### src/rtl/fetch_pc_unit_pkg.sv
// Shared types and constants for the fetch PC unit.
// ALU op codes, trap cause codes, FSM states and next-pc select tags.
package fetch_pc_unit_pkg;

    localparam logic [5:0] ALU_ADD  = 6'd0;
    localparam logic [5:0] ALU_SUB  = 6'd1;
    localparam logic [5:0] ALU_JAL  = 6'd30;
    localparam logic [5:0] ALU_JALR = 6'd31;

    localparam logic [3:0] CAUSE_MISALIGN = 4'd0;

    typedef enum logic {
        ST_BOOT = 1'b0,
        ST_RUN  = 1'b1
    } state_t;

    typedef enum logic [2:0] {
        SEL_HOLD     = 3'd0,
        SEL_TRAP     = 3'd1,
        SEL_MISALIGN = 3'd2,
        SEL_MRET     = 3'd3,
        SEL_JALR     = 3'd4,
        SEL_BR       = 3'd5,
        SEL_SEQ      = 3'd6
    } sel_t;

endpackage

### src/rtl/fetch_pc_unit_if.sv
// Control/branch inputs and pc/trap status outputs of the fetch PC unit.
// master drives the controls, slave is the unit itself.
interface fetch_pc_unit_if #(
    parameter int XLEN  = 32,
    parameter int CNT_W = 32
);
    logic             en;
    logic [5:0]       alucode;
    logic             br_taken;
    logic [XLEN-1:0]  imm;
    logic [XLEN-1:0]  reg1dat;
    logic             trap_req;
    logic [3:0]       trap_cause;
    logic             mret;
    logic [XLEN-1:0]  mtvec;
    logic [XLEN-1:0]  pc;
    logic [XLEN-1:0]  npc;
    logic             pc_valid;
    logic [XLEN-1:0]  epc;
    logic [3:0]       ecause;
    logic             trap_taken;
    logic [CNT_W-1:0] instret;

    modport master (
        output en, alucode, br_taken, imm, reg1dat,
        output trap_req, trap_cause, mret, mtvec,
        input  pc, npc, pc_valid, epc, ecause,
        input  trap_taken, instret
    );

    modport slave (
        input  en, alucode, br_taken, imm, reg1dat,
        input  trap_req, trap_cause, mret, mtvec,
        output pc, npc, pc_valid, epc, ecause,
        output trap_taken, instret
    );
endinterface

### src/rtl/fetch_pc_unit_npc_select.sv
// Combinational next-pc priority mux with jump-target alignment check.
// Outside RUN the pc is held; o_sel tells the top which case applied.
module fetch_pc_unit_npc_select
    import fetch_pc_unit_pkg::*;
#(
    parameter int XLEN  = 32,
    parameter bit C_EXT = 1'b0
) (
    input  logic            i_run,
    input  logic            i_trap_req,
    input  logic            i_mret,
    input  logic            i_br_taken,
    input  logic [5:0]      i_alucode,
    input  logic [XLEN-1:0] i_pc,
    input  logic [XLEN-1:0] i_epc,
    input  logic [XLEN-1:0] i_imm,
    input  logic [XLEN-1:0] i_reg1dat,
    input  logic [XLEN-1:0] i_mtvec,
    output logic [XLEN-1:0] o_npc,
    output sel_t            o_sel
);

    logic            w_is_jalr;
    logic [XLEN-1:0] w_br_tgt;
    logic [XLEN-1:0] w_jalr_sum;
    logic [XLEN-1:0] w_jalr_tgt;
    logic [XLEN-1:0] w_base;
    logic            w_misalign;

    assign w_is_jalr  = (i_alucode == ALU_JALR);
    assign w_br_tgt   = i_pc + i_imm;
    assign w_jalr_sum = i_reg1dat + i_imm;
    assign w_jalr_tgt = {w_jalr_sum[XLEN-1:1], 1'b0};
    assign w_base     = {i_mtvec[XLEN-1:2], 2'b00};

    // JALR already has bit0 cleared, so only branches can fail the 2-byte rule
    always_comb begin
        w_misalign = 1'b0;
        if (C_EXT) begin
            w_misalign = !w_is_jalr && i_br_taken && w_br_tgt[0];
        end else if (w_is_jalr) begin
            w_misalign = w_jalr_tgt[1];
        end else if (i_br_taken) begin
            w_misalign = w_br_tgt[1] | w_br_tgt[0];
        end
    end

    always_comb begin
        o_npc = i_pc;
        o_sel = SEL_HOLD;
        if (!i_run) begin
            o_npc = i_pc;
            o_sel = SEL_HOLD;
        end else if (i_trap_req) begin
            o_npc = w_base;
            o_sel = SEL_TRAP;
        end else if (w_misalign) begin
            o_npc = w_base;
            o_sel = SEL_MISALIGN;
        end else if (i_mret) begin
            o_npc = i_epc;
            o_sel = SEL_MRET;
        end else if (w_is_jalr) begin
            o_npc = w_jalr_tgt;
            o_sel = SEL_JALR;
        end else if (i_br_taken) begin
            o_npc = w_br_tgt;
            o_sel = SEL_BR;
        end else begin
            o_npc = i_pc + XLEN'(4);
            o_sel = SEL_SEQ;
        end
    end

endmodule

### src/rtl/fetch_pc_unit.sv
// PC register, boot/run FSM, trap state and retire counter.
// Next-pc choice comes from the npc_select sub-module.
module fetch_pc_unit
    import fetch_pc_unit_pkg::*;
#(
    parameter int              XLEN         = 32,
    parameter logic [XLEN-1:0] RESET_VECTOR = '0,
    parameter bit              C_EXT        = 1'b0,
    parameter int              CNT_W        = 32
) (
    input  logic          clk,
    input  logic          rst,
    fetch_pc_unit_if.slave bus
);

    state_t            r_state;
    state_t            w_state_nx;
    logic [XLEN-1:0]   r_pc;
    logic [XLEN-1:0]   r_epc;
    logic [3:0]        r_ecause;
    logic              r_trap_taken;
    logic [CNT_W-1:0]  r_instret;
    logic [XLEN-1:0]   w_npc;
    sel_t              w_sel;
    logic              w_run;

    assign w_run = (r_state == ST_RUN);

    fetch_pc_unit_npc_select #(
        .XLEN  (XLEN),
        .C_EXT (C_EXT)
    ) u_npc_select (
        .i_run      (w_run),
        .i_trap_req (bus.trap_req),
        .i_mret     (bus.mret),
        .i_br_taken (bus.br_taken),
        .i_alucode  (bus.alucode),
        .i_pc       (r_pc),
        .i_epc      (r_epc),
        .i_imm      (bus.imm),
        .i_reg1dat  (bus.reg1dat),
        .i_mtvec    (bus.mtvec),
        .o_npc      (w_npc),
        .o_sel      (w_sel)
    );

    always_ff @(posedge clk or posedge rst) begin
        if (rst) r_state <= ST_BOOT;
        else     r_state <= w_state_nx;
    end

    always_comb begin
        w_state_nx = r_state;
        if (r_state == ST_BOOT) w_state_nx = ST_RUN;
    end

    // External traps bypass the stall; everything else waits for en
    always_ff @(posedge clk or posedge rst) begin
        if (rst) begin
            r_pc         <= RESET_VECTOR;
            r_epc        <= '0;
            r_ecause     <= '0;
            r_trap_taken <= 1'b0;
            r_instret    <= '0;
        end else begin
            r_trap_taken <= 1'b0;
            if (w_sel == SEL_TRAP) begin
                r_pc         <= w_npc;
                r_epc        <= r_pc;
                r_ecause     <= bus.trap_cause;
                r_trap_taken <= 1'b1;
            end else if (bus.en && w_sel != SEL_HOLD) begin
                r_pc <= w_npc;
                if (w_sel == SEL_MISALIGN) begin
                    r_epc        <= r_pc;
                    r_ecause     <= CAUSE_MISALIGN;
                    r_trap_taken <= 1'b1;
                end else begin
                    r_instret <= r_instret + CNT_W'(1);
                end
            end
        end
    end

    assign bus.pc         = r_pc;
    assign bus.npc        = w_npc;
    assign bus.pc_valid   = w_run;
    assign bus.epc        = r_epc;
    assign bus.ecause     = r_ecause;
    assign bus.trap_taken = r_trap_taken;
    assign bus.instret    = r_instret;

endmodule

### src/flat_wrapper.sv
// flat-port wrapper written by rule: the top's interface ports become plain ports
module fetch_pc_unit_flat import fetch_pc_unit_pkg::*;
#(
    parameter int              XLEN         = 32,
    parameter logic [XLEN-1:0] RESET_VECTOR = '0,
    parameter bit              C_EXT        = 1'b0,
    parameter int              CNT_W        = 32
)
  (clk, rst, bus_en, bus_alucode, bus_br_taken, bus_imm, bus_reg1dat, bus_trap_req, bus_trap_cause, bus_mret, bus_mtvec, bus_pc, bus_npc, bus_pc_valid, bus_epc, bus_ecause, bus_trap_taken, bus_instret);
  fetch_pc_unit_if #(.XLEN(XLEN), .CNT_W(CNT_W)) bus_i ();
  input  logic clk;
  input  logic rst;
  input wire logic [$bits(bus_i.en)-1:0] bus_en;
  input wire logic [$bits(bus_i.alucode)-1:0] bus_alucode;
  input wire logic [$bits(bus_i.br_taken)-1:0] bus_br_taken;
  input wire logic [$bits(bus_i.imm)-1:0] bus_imm;
  input wire logic [$bits(bus_i.reg1dat)-1:0] bus_reg1dat;
  input wire logic [$bits(bus_i.trap_req)-1:0] bus_trap_req;
  input wire logic [$bits(bus_i.trap_cause)-1:0] bus_trap_cause;
  input wire logic [$bits(bus_i.mret)-1:0] bus_mret;
  input wire logic [$bits(bus_i.mtvec)-1:0] bus_mtvec;
  output wire logic [$bits(bus_i.pc)-1:0] bus_pc;
  output wire logic [$bits(bus_i.npc)-1:0] bus_npc;
  output wire logic [$bits(bus_i.pc_valid)-1:0] bus_pc_valid;
  output wire logic [$bits(bus_i.epc)-1:0] bus_epc;
  output wire logic [$bits(bus_i.ecause)-1:0] bus_ecause;
  output wire logic [$bits(bus_i.trap_taken)-1:0] bus_trap_taken;
  output wire logic [$bits(bus_i.instret)-1:0] bus_instret;
  assign bus_i.en = bus_en;
  assign bus_i.alucode = bus_alucode;
  assign bus_i.br_taken = bus_br_taken;
  assign bus_i.imm = bus_imm;
  assign bus_i.reg1dat = bus_reg1dat;
  assign bus_i.trap_req = bus_trap_req;
  assign bus_i.trap_cause = bus_trap_cause;
  assign bus_i.mret = bus_mret;
  assign bus_i.mtvec = bus_mtvec;
  assign bus_pc = bus_i.pc;
  assign bus_npc = bus_i.npc;
  assign bus_pc_valid = bus_i.pc_valid;
  assign bus_epc = bus_i.epc;
  assign bus_ecause = bus_i.ecause;
  assign bus_trap_taken = bus_i.trap_taken;
  assign bus_instret = bus_i.instret;
  fetch_pc_unit #(.XLEN(XLEN), .RESET_VECTOR(RESET_VECTOR), .C_EXT(C_EXT), .CNT_W(CNT_W)) u_core (.clk(clk), .rst(rst), .bus(bus_i));
endmodule
### config.mk
export PLATFORM = sky130hd
export DESIGN_NAME = fetch_pc_unit_flat
export DESIGN_NICKNAME = d
export VERILOG_FILES = /design/src/rtl/fetch_pc_unit_pkg.sv /design/src/rtl/fetch_pc_unit_if.sv /design/src/rtl/fetch_pc_unit_npc_select.sv /design/src/rtl/fetch_pc_unit.sv /design/src/flat_wrapper.sv
export SDC_FILE = /design/constraint.sdc
export NUM_CORES = 1
export LEC_CHECK = 0
export CORE_MARGIN = 3
export CORE_UTILIZATION = 55
export DETAILED_ROUTE_END_ITERATION = 7
export PLACE_DENSITY_LB_ADDON = 0.05
export REMOVE_ABC_BUFFERS = 1
export SLEW_MARGIN = 20
export SYNTH_ARGS = -nofsm -noshare
export SYNTH_HDL_FRONTEND = slang
export SYNTH_HIERARCHICAL = 1
export SYNTH_SLANG_ARGS = --single-unit
export TNS_END_PERCENT = 100
### constraint.sdc
create_clock -name clk -period 7.7 [get_ports clk]
set_clock_uncertainty 0.1 [all_clocks]
set_input_delay 1.54 -clock clk [delete_from_list [all_inputs] [get_ports clk]]
set_output_delay 1.54 -clock clk [all_outputs]
set_load 0.02 [all_outputs]
==> results of run 1 <==
==> metrics by stage <==
step	std cells	setup slack, ps	total power, uW	hold slack [ps]
after global placement	1564	438.4	3023	360.4
after detailed placement	1564	356.9	3064	364.7
after CTS	1580	321.0	3543	378.5
after floorplan	1082	1196	2219	481.8
final	1580	279.5	3565	375.1
after global routing	1580	155.8	3781	404.6
==> worst max-delay path, delay by kind of cell <==
family | cells | cell delay, ps
adders and majority gates | 2 | 620
buffers and inverters | 3 | 1260
AOI/OAI and AO/OA | 7 | 1770
muxes | 1 | 360
and+or+nand+nor | 1 | 220
==> worst paths after layout <==
kind,start,end
worst max register to register,u_core/bus.pc[0],u_core/bus.epc[28]
worst max-delay path,bus_imm[0],bus_npc[26]
max in group asynchronous,rst,u_core/bus.pc_valid
worst min-delay path,u_core/bus.instret[31],u_core/bus.instret[31]
worst min register to register,u_core/bus.instret[31],u_core/bus.instret[31]
min in group asynchronous,rst,u_core/bus.epc[9]
==> power groups by stage <==
| stage | Clock, uW | Combinational, uW | Sequential (uW) |
|---|---|---|---|
| final | 462 | 2150 | 948 |
| after global routing | 490 | 2310 | 977 |
| after CTS | 472 | 2130 | 942 |
| after detailed placement | 0 | 2120 | 948 |
| after global placement | 0 | 2080 | 941 |
| after floorplan | 0 | 1140 | 1080 |
==> state kept, by name, indices dropped and copies added (netlist names) <==
signal	count
u_core/bus.epc	32
u_core/bus.instret	32
u_core/bus.pc	32
u_core/bus.ecause	4
u_core/bus.pc_valid	1
u_core/bus.trap_taken	1
==> placed cells by master, fill, tap and decap left out, types with 26 or more instances in the layout <==
| cell type | instances |
|---|---|
| clkdlybuf4s50_1 | 243 |
| a21oi_1 | 95 |
| a21o_1 | 28 |
| nand2_1 | 96 |
| ha_1 | 63 |
| inv_1 | 34 |
| dfrtp_1 | 101 |
| o21ai_0 | 66 |
| mux2_2 | 67 |
| nand4_1 | 31 |
| xnor2_1 | 80 |
| nand3_1 | 44 |
| xor2_1 | 26 |
| nor2_1 | 82 |
==> per-layer routing <==
layer	vias to the layer above	part of all wire	GRT usage
li1	4629	-	-
met1	4731	0.42	0.4499
met2	502	0.44	0.5109
met3	66	0.11	0.07487
met4	0	0.030	0.1164
met5	-	0	0
==> layout make-up <==
cell class	count	area [um^2]
fill	1330	4237
inverter	35	133.9
multi-input combinational	945	6625
clock buffer	9	225.2
tap	220	275.3
clock inverter	7	76.32
sequential	102	2554
timing repair buffer	262	2575
==> cell families after synthesis <==
family,after synthesis
multiplexers,79
buffers and inverters,84
adder cells (fa/ha/maj),65
flip-flops,102
other,1
AO/OA/AOI/OAI,341
AND/OR/NAND/NOR,353
XOR/XNOR,106
==> results.md, run 1 <==
* Count of vias placed by the detailed router at 9928
* Share of the synthesized area in the top cell type at 0.2696
* Standard cell core area at 16700 um^2
* Asr flop ratio synth at 1.000
* Port Buffers at 243
* Internal power component at 1935 uW
* Most common cell type on the critical path: clkdlybuf4s50_1
* Worst-Margin Slew at 969.8 ps
* Overall routed net length at 31.65 mm
* Number of slew-limit violations in the final report at 0
* XOR/XNOR Fraction of Synth Area at 0.09806
* Starting Density at 0.5669
* Placed inst area at 12160 um^2
* Final hold violation count at 0
* TritonCTS Buffers at 9
* CTS resizes at 0
* Status: finished clean
* Most instantiated flip-flop cell in the synthesis netlist: dfrtp_1
* Switching Share at 0.4572
* Die boundary width at 137.2 um
* Sw Pwr at 1630 uW
* Minimum period implied by the final worst setup slack at 7421 ps
* GRT Total Usage at 0.3283
* Most frequent cell after synthesis: dfrtp_1
* Fraction of layout cells with a size suffix above 1 at 0.09559
* Max Root-Sink Buffers at 2
* Register bit count reported by yosys at 102
* Ant diodes at 0
* Multiplexer fraction of the synthesized cell area at 0.09251
* Hold-fix buffer count after cts at 0
* # Max-Cap Violations at 0
* Area leader, netlist: dfrtp_1
* Number of H-tree branching levels at 3
* Antenna violations before repair at 0
* Final worst path period share at 0.9637
* GR Overflow Total at 0
* Path type of the worst min-delay path: reg -> reg
* Number of remaining DRC errors at 0
* Top cells by count, synth: dfrtp_1 (102), a21oi_1 (96), nand2_1 (96)
* End-of-flow core utilization at 0.7463
* Worst path cell trace: clkdlybuf4s50_1 > ha_1 > inv_1 > fa_1 > nand2b_1 > a21oi_1 > o21ba_2 > o21ai_4 > a31o_4 > o31ai_1 > mux2_1 > a211o_1 > a31oi_1 > clkdlybuf4s50_1
* Half-perimeter wire length after placement at 23.59 mm
* Hold path depth at 1
* Crit path required time at 6060 ps
* Finished layout cell area at 12460 um^2
* Max incr delay on CP at 660 ps
* Number of distinct library cells after synthesis at 78
* Area of the mapped netlist at 9468 um^2
* CP Max Fanout at 4
* Clock-pin transition on the worst setup and hold timing paths at 80 ps
* Cell type of the slowest stage on the worst timing path: clkdlybuf4s50_1
* Detailed-route vias per instance at 6.284
* Slew HR at 0.3520
* Via count of the first global-routing pass at 9261
* Root Buffer: clkbuf_16
* Compound-gate portion of the synthesized area at 0.2326
* Setup-violating endpoint count in the final report at 0
* Setup slack on the worst flop-to-flop path at 3170 ps
* CP endpoint kind: primary output
* Largest net degree at the start of global routing at 65
* Crit path DAT at 5780 ps
* Top post-synthesis cells by area: dfrtp_1 (27%), ha_1 (8.3%), mux2_2 (8.0%), xnor2_1 (7.4%), a21oi_1 (5.1%)
* Critical setup path kind: in -> out
* Peak ir drop on the vdd network at 0.1569 mV
* Post-Synthesis Mean Instance Area at 8.371 um^2
* Seq pwr share at 0.266
* Share of total power in combinational logic at 0.604
* Number of clock sinks at 102
* I/O Pins at 246
* Wire length per cell after detailed routing at 20.03 um
* Main combinational cell family by area after synthesis: compound AO/OA/AOI/OAI gates
* Number of detailed-route iterations in the first pass at 5
* Synthesis warning total at 6
* Post-CTS Setup Repair Bufs at 0
* Part of the power in the clock network at 0.130
* DR iter-0 viols at 925
* Static power due to leakage at 0.005125 uW
* Count of flip-flops with a built-in enable after synthesis at 0
* P&R area growth vs syn at 31.65%
* Number of routed nets with antenna violations at 0
* Fraction of the mapped netlist area in adder cells at 0.08749
* Wire length of the first global-routing pass at 48.49 mm
* Latest clock arrival within the worst-skew pair at 350 ps
* Area fraction in and, or, nand and nor cells after synthesis at 0.1850
* TritonCTS clock tree: done
* Die Ht at 137.2 um
* RSZ-0062 raised after global routing: no
* Worst reg2reg path depth at 12
* Site Rows at 47
* Setup total negative slack at 0 ps
* Pwr dens at 286.0 nW/um^2
* Register area share after synthesis at 0.2696
* Maximum clock rate at 0.1348 GHz
* Die Footprint at 18830 um^2
* Last weighted congestion value of the routability-driven placer at 0.9579
* Number of nets in the layout at 1532
* Synthesized instance count at 1131
* Element type at the critical path start: primary input
Note: power is estimated with default switching activity, not from simulation.
==> inputs of run 2 (changes only) <==
--- a/config.mk
+++ b/config.mk
@@ -5,6 +5,7 @@
 export SDC_FILE = /design/constraint.sdc
 export NUM_CORES = 1
 export LEC_CHECK = 0
+export CORE_ASPECT_RATIO = 0.9
 export CORE_MARGIN = 3
 export CORE_UTILIZATION = 55
 export DETAILED_ROUTE_END_ITERATION = 7
==> run 2 against run 1 <==
Die area about the same; sequential cell count unchanged; clock power up 4.8%; combinational power about the same; utilization up 0.75 points; total power up 1.0%; design area down 0.12%; worst setup slack better by 84 ps; critical path depth unchanged; critical endpoint unchanged; highest routed layer unchanged.
==> results.md, run 2 (synthesis results as in run 1) <==
* Placement-stage worst setup slack at 465.9 ps (was 356.9 ps)
* TritonCTS clock tree: done (unchanged)
* CTS resizes at 0 (unchanged)
* Site Rows at 44 (was 47)
* TritonCTS Buffers at 9 (unchanged)
* Fraction of layout cells with a size suffix above 1 at 0.09492 (was 0.09559)
* Starting Density at 0.5733 (was 0.5669)
* GR Overflow Total at 0 (unchanged)
* End-of-flow core utilization at 0.7538 (was 0.7463)
* Logic depth of the worst path, buffers included at 14 (unchanged)
* Hold-fix buffer count after cts at 0 (unchanged)
* Post-CTS Setup Repair Bufs at 0 (unchanged)
* Placed inst area at 12130 um^2 (was 12160 um^2)
* Antenna violations before repair at 0 (unchanged)
* Number of clock sinks at 102 (unchanged)
* P&R area growth vs syn at 31.49% (was 31.65%)
* DR iter-0 viols at 1078 (was 925)
* Number of routed nets with antenna violations at 0 (unchanged)
* Setup total negative slack at 0 ps (unchanged)
* Die boundary width at 144.3 um (was 137.2 um)
* Worst reg2reg path depth at 15 (was 12)
* I/O Pins at 246 (unchanged)
* Commonest non-fill, non-tap cells in the layout: clkdlybuf4s50_1 (243), dfrtp_1 (101), nand2_1 (96), a21oi_1 (95), nor2_1 (82) (unchanged)
* Number of detailed-route iterations in the first pass at 5 (unchanged)
* Minimum period implied by the final worst setup slack at 7336 ps (was 7421 ps)
* Root Buffer: clkbuf_16 (unchanged)
* Critical setup path kind: in -> out (unchanged)
* Final hold violation count at 0 (unchanged)
* Crit path required time at 6060 ps (about the same)
* Crit path DAT at 5700 ps (was 5780 ps)
* Final worst path period share at 0.9528 (was 0.9637)
* Hold path depth at 1 (unchanged)
* Max incr delay on CP at 670 ps (was 660 ps)
* Wire length per cell after detailed routing at 21.39 um (was 20.03 um)
* Family with the most delay on the worst path: compound AO/OA/AOI/OAI gates (unchanged)
* Finished layout cell area at 12450 um^2 (was 12460 um^2)
* Die Ht at 130.5 um (was 137.2 um)
* Most frequent standard cell in the layout excluding fill and tap cells: clkdlybuf4s50_1 (unchanged)
* Peak ir drop on the vdd network at 0.1944 mV (was 0.1569 mV)
* Number of remaining DRC errors at 0 (unchanged)
* Share of total power in combinational logic at 0.603 (was 0.604)
* Path type of the worst min-delay path: reg -> reg (unchanged)
* Last weighted congestion value of the routability-driven placer at 0.9747 (was 0.9579)
* Worst Setup Slack, final at 363.5 ps (was 279.5 ps)
* Wire length of the first global-routing pass at 51.03 mm (was 48.49 mm)
* Pwr dens at 289.3 nW/um^2 (was 286.0 nW/um^2)
* Maximum clock rate at 0.1363 GHz (was 0.1348 GHz)
* CP Max Fanout at 4 (unchanged)
* Count of vias placed by the detailed router at 10.08k (was 9928)
* Number of nets in the layout at 1531 (was 1532)
* Worst path cell trace: clkdlybuf4s50_1 > ha_1 > inv_1 > fa_1 > nand2b_1 > a21oi_1 > o21ba_2 > o21ai_4 > a31o_4 > o31ai_1 > mux2_1 > a211o_1 > a31oi_1 > clkdlybuf4s50_1 (unchanged)
* Largest net degree at the start of global routing at 65 (unchanged)
* GRT Total Usage at 0.3460 (was 0.3283)
* Detailed-route vias per instance at 6.436 (was 6.284)
* # Max-Cap Violations at 0 (unchanged)
* Element type at the critical path start: primary input (unchanged)
* Switching Share at 0.4611 (was 0.4572)
* Via count of the first global-routing pass at 9589 (was 9261)
* Overall routed net length at 33.50 mm (was 31.65 mm)
* Cell type of the slowest stage on the worst timing path: clkdlybuf4s50_1 (unchanged)
* Seq pwr share at 0.263 (was 0.266)
* Worst hold slack at 368.7 ps (was 375.1 ps)
* Worst-Margin Slew at 1004 ps (was 969.8 ps)
* Part of the power in the clock network at 0.134 (was 0.130)
* Static power due to leakage at 0.005123 uW (was 0.005125 uW)
* Max Root-Sink Buffers at 2 (unchanged)
* CP endpoint kind: primary output (unchanged)
* Number of slew-limit violations in the final report at 0 (unchanged)
* Setup-violating endpoint count in the final report at 0 (unchanged)
* Total buffers and inverters traversed by the critical path at 3 (unchanged)
* Slew HR at 0.3162 (was 0.3520)
* Most common cell type on the critical path: clkdlybuf4s50_1 (unchanged)
* Half-perimeter wire length after placement at 24.67 mm (was 23.59 mm)
* Ant diodes at 0 (unchanged)
* Number of H-tree branching levels at 3 (unchanged)
* RSZ-0062 raised after global routing: no (unchanged)
* Sw Pwr at 1661 uW (was 1630 uW)
* Standard cell core area at 16520 um^2 (was 16700 um^2)
* Port Buffers at 243 (unchanged)
* Internal power component at 1941 uW (was 1935 uW)
* Clock-pin transition on the worst setup and hold timing paths at 80 ps (about the same)
* Die Footprint at 18830 um^2 (about the same)
* Latest clock arrival within the worst-skew pair at 370 ps (was 350 ps)
* Status: finished clean (unchanged)
[run 2: cell types whose count changed in the layout (fill, tap and decap cells not counted), sizes merged]
cell	previous run	this run
buf	19	18
clkinv	4	1
clkinvlp	0	1
inv	38	40
[run 2: cell type report]
class / count / area [um^2]
tap: 207 / 259.0
clock buffer: 9 / 225.2
fill: 1263 / 4066
inverter: 35 / 133.9
timing repair buffer: 261 / 2567
sequential: 102 / 2554
multi-input combinational: 945 / 6625
clock inverter: 7 / 85.08
[run 2: path summary, 6_finish.rpt]
kind                                         from                      to  slack [ps]
setup / recovery                       bus_imm[0]             bus_npc[26]         360
hold reg to reg            u_core/bus.instret[31]  u_core/bus.instret[31]         370
min in group asynchronous                     rst   u_core/bus.trap_taken        1470
max in group asynchronous                     rst       u_core/bus.pc[28]        4850
setup reg to reg                 u_core/bus.pc[0]       u_core/bus.pc[22]        2860
hold / removal             u_core/bus.instret[31]  u_core/bus.instret[31]         370
[run 2: worst register-to-register path, cell delays in order, from the launching register on]
cell	delay, ps
dfrtp_1	450
ha_1	250
inv_1	80
fa_1	510
inv_1	50
o221ai_1	180
o21ai_1	180
nor2_2	140
and2_1	140
buf_4	190
nand2_1	200
inv_1	500
nor2_1	190
mux2i_4	850
buf_4	370
mux2_2	360
[run 2: through the flow]
stage / std cells / power [uW]
3_5_place_dp: 1550 / 3070
4_1_cts: 1566 / 3570
2_1_floorplan: 1082 / 2219
5_1_grt: 1566 / 3818
3_3_place_gp: 1550 / 3039
6_report: 1566 / 3602
[run 2: power groups by stage]
| stage | Sequential (uW) | Combinational [uW] | Clock [uW] |
|---|---|---|---|
| floorplan | 1080 | 1140 | 0 |
| global placement | 941 | 2100 | 0 |
| detailed placement | 948 | 2120 | 0 |
| CTS | 940 | 2140 | 487 |
| global route | 979 | 2330 | 510 |
| finish | 948 | 2170 | 484 |
[run 2: per-layer routing]
metal | wire [um] | GRT usage | share of wire | vias up
li1 | - | - | - | 4639
met3 | 3964 | 0.1037 | 0.12 | 91
met5 | 0 | 0 | 0 | -
met1 | 14270 | 0.4901 | 0.43 | 4750
met2 | 14280 | 0.5039 | 0.43 | 598
met4 | 985 | 0.1212 | 0.029 | 0
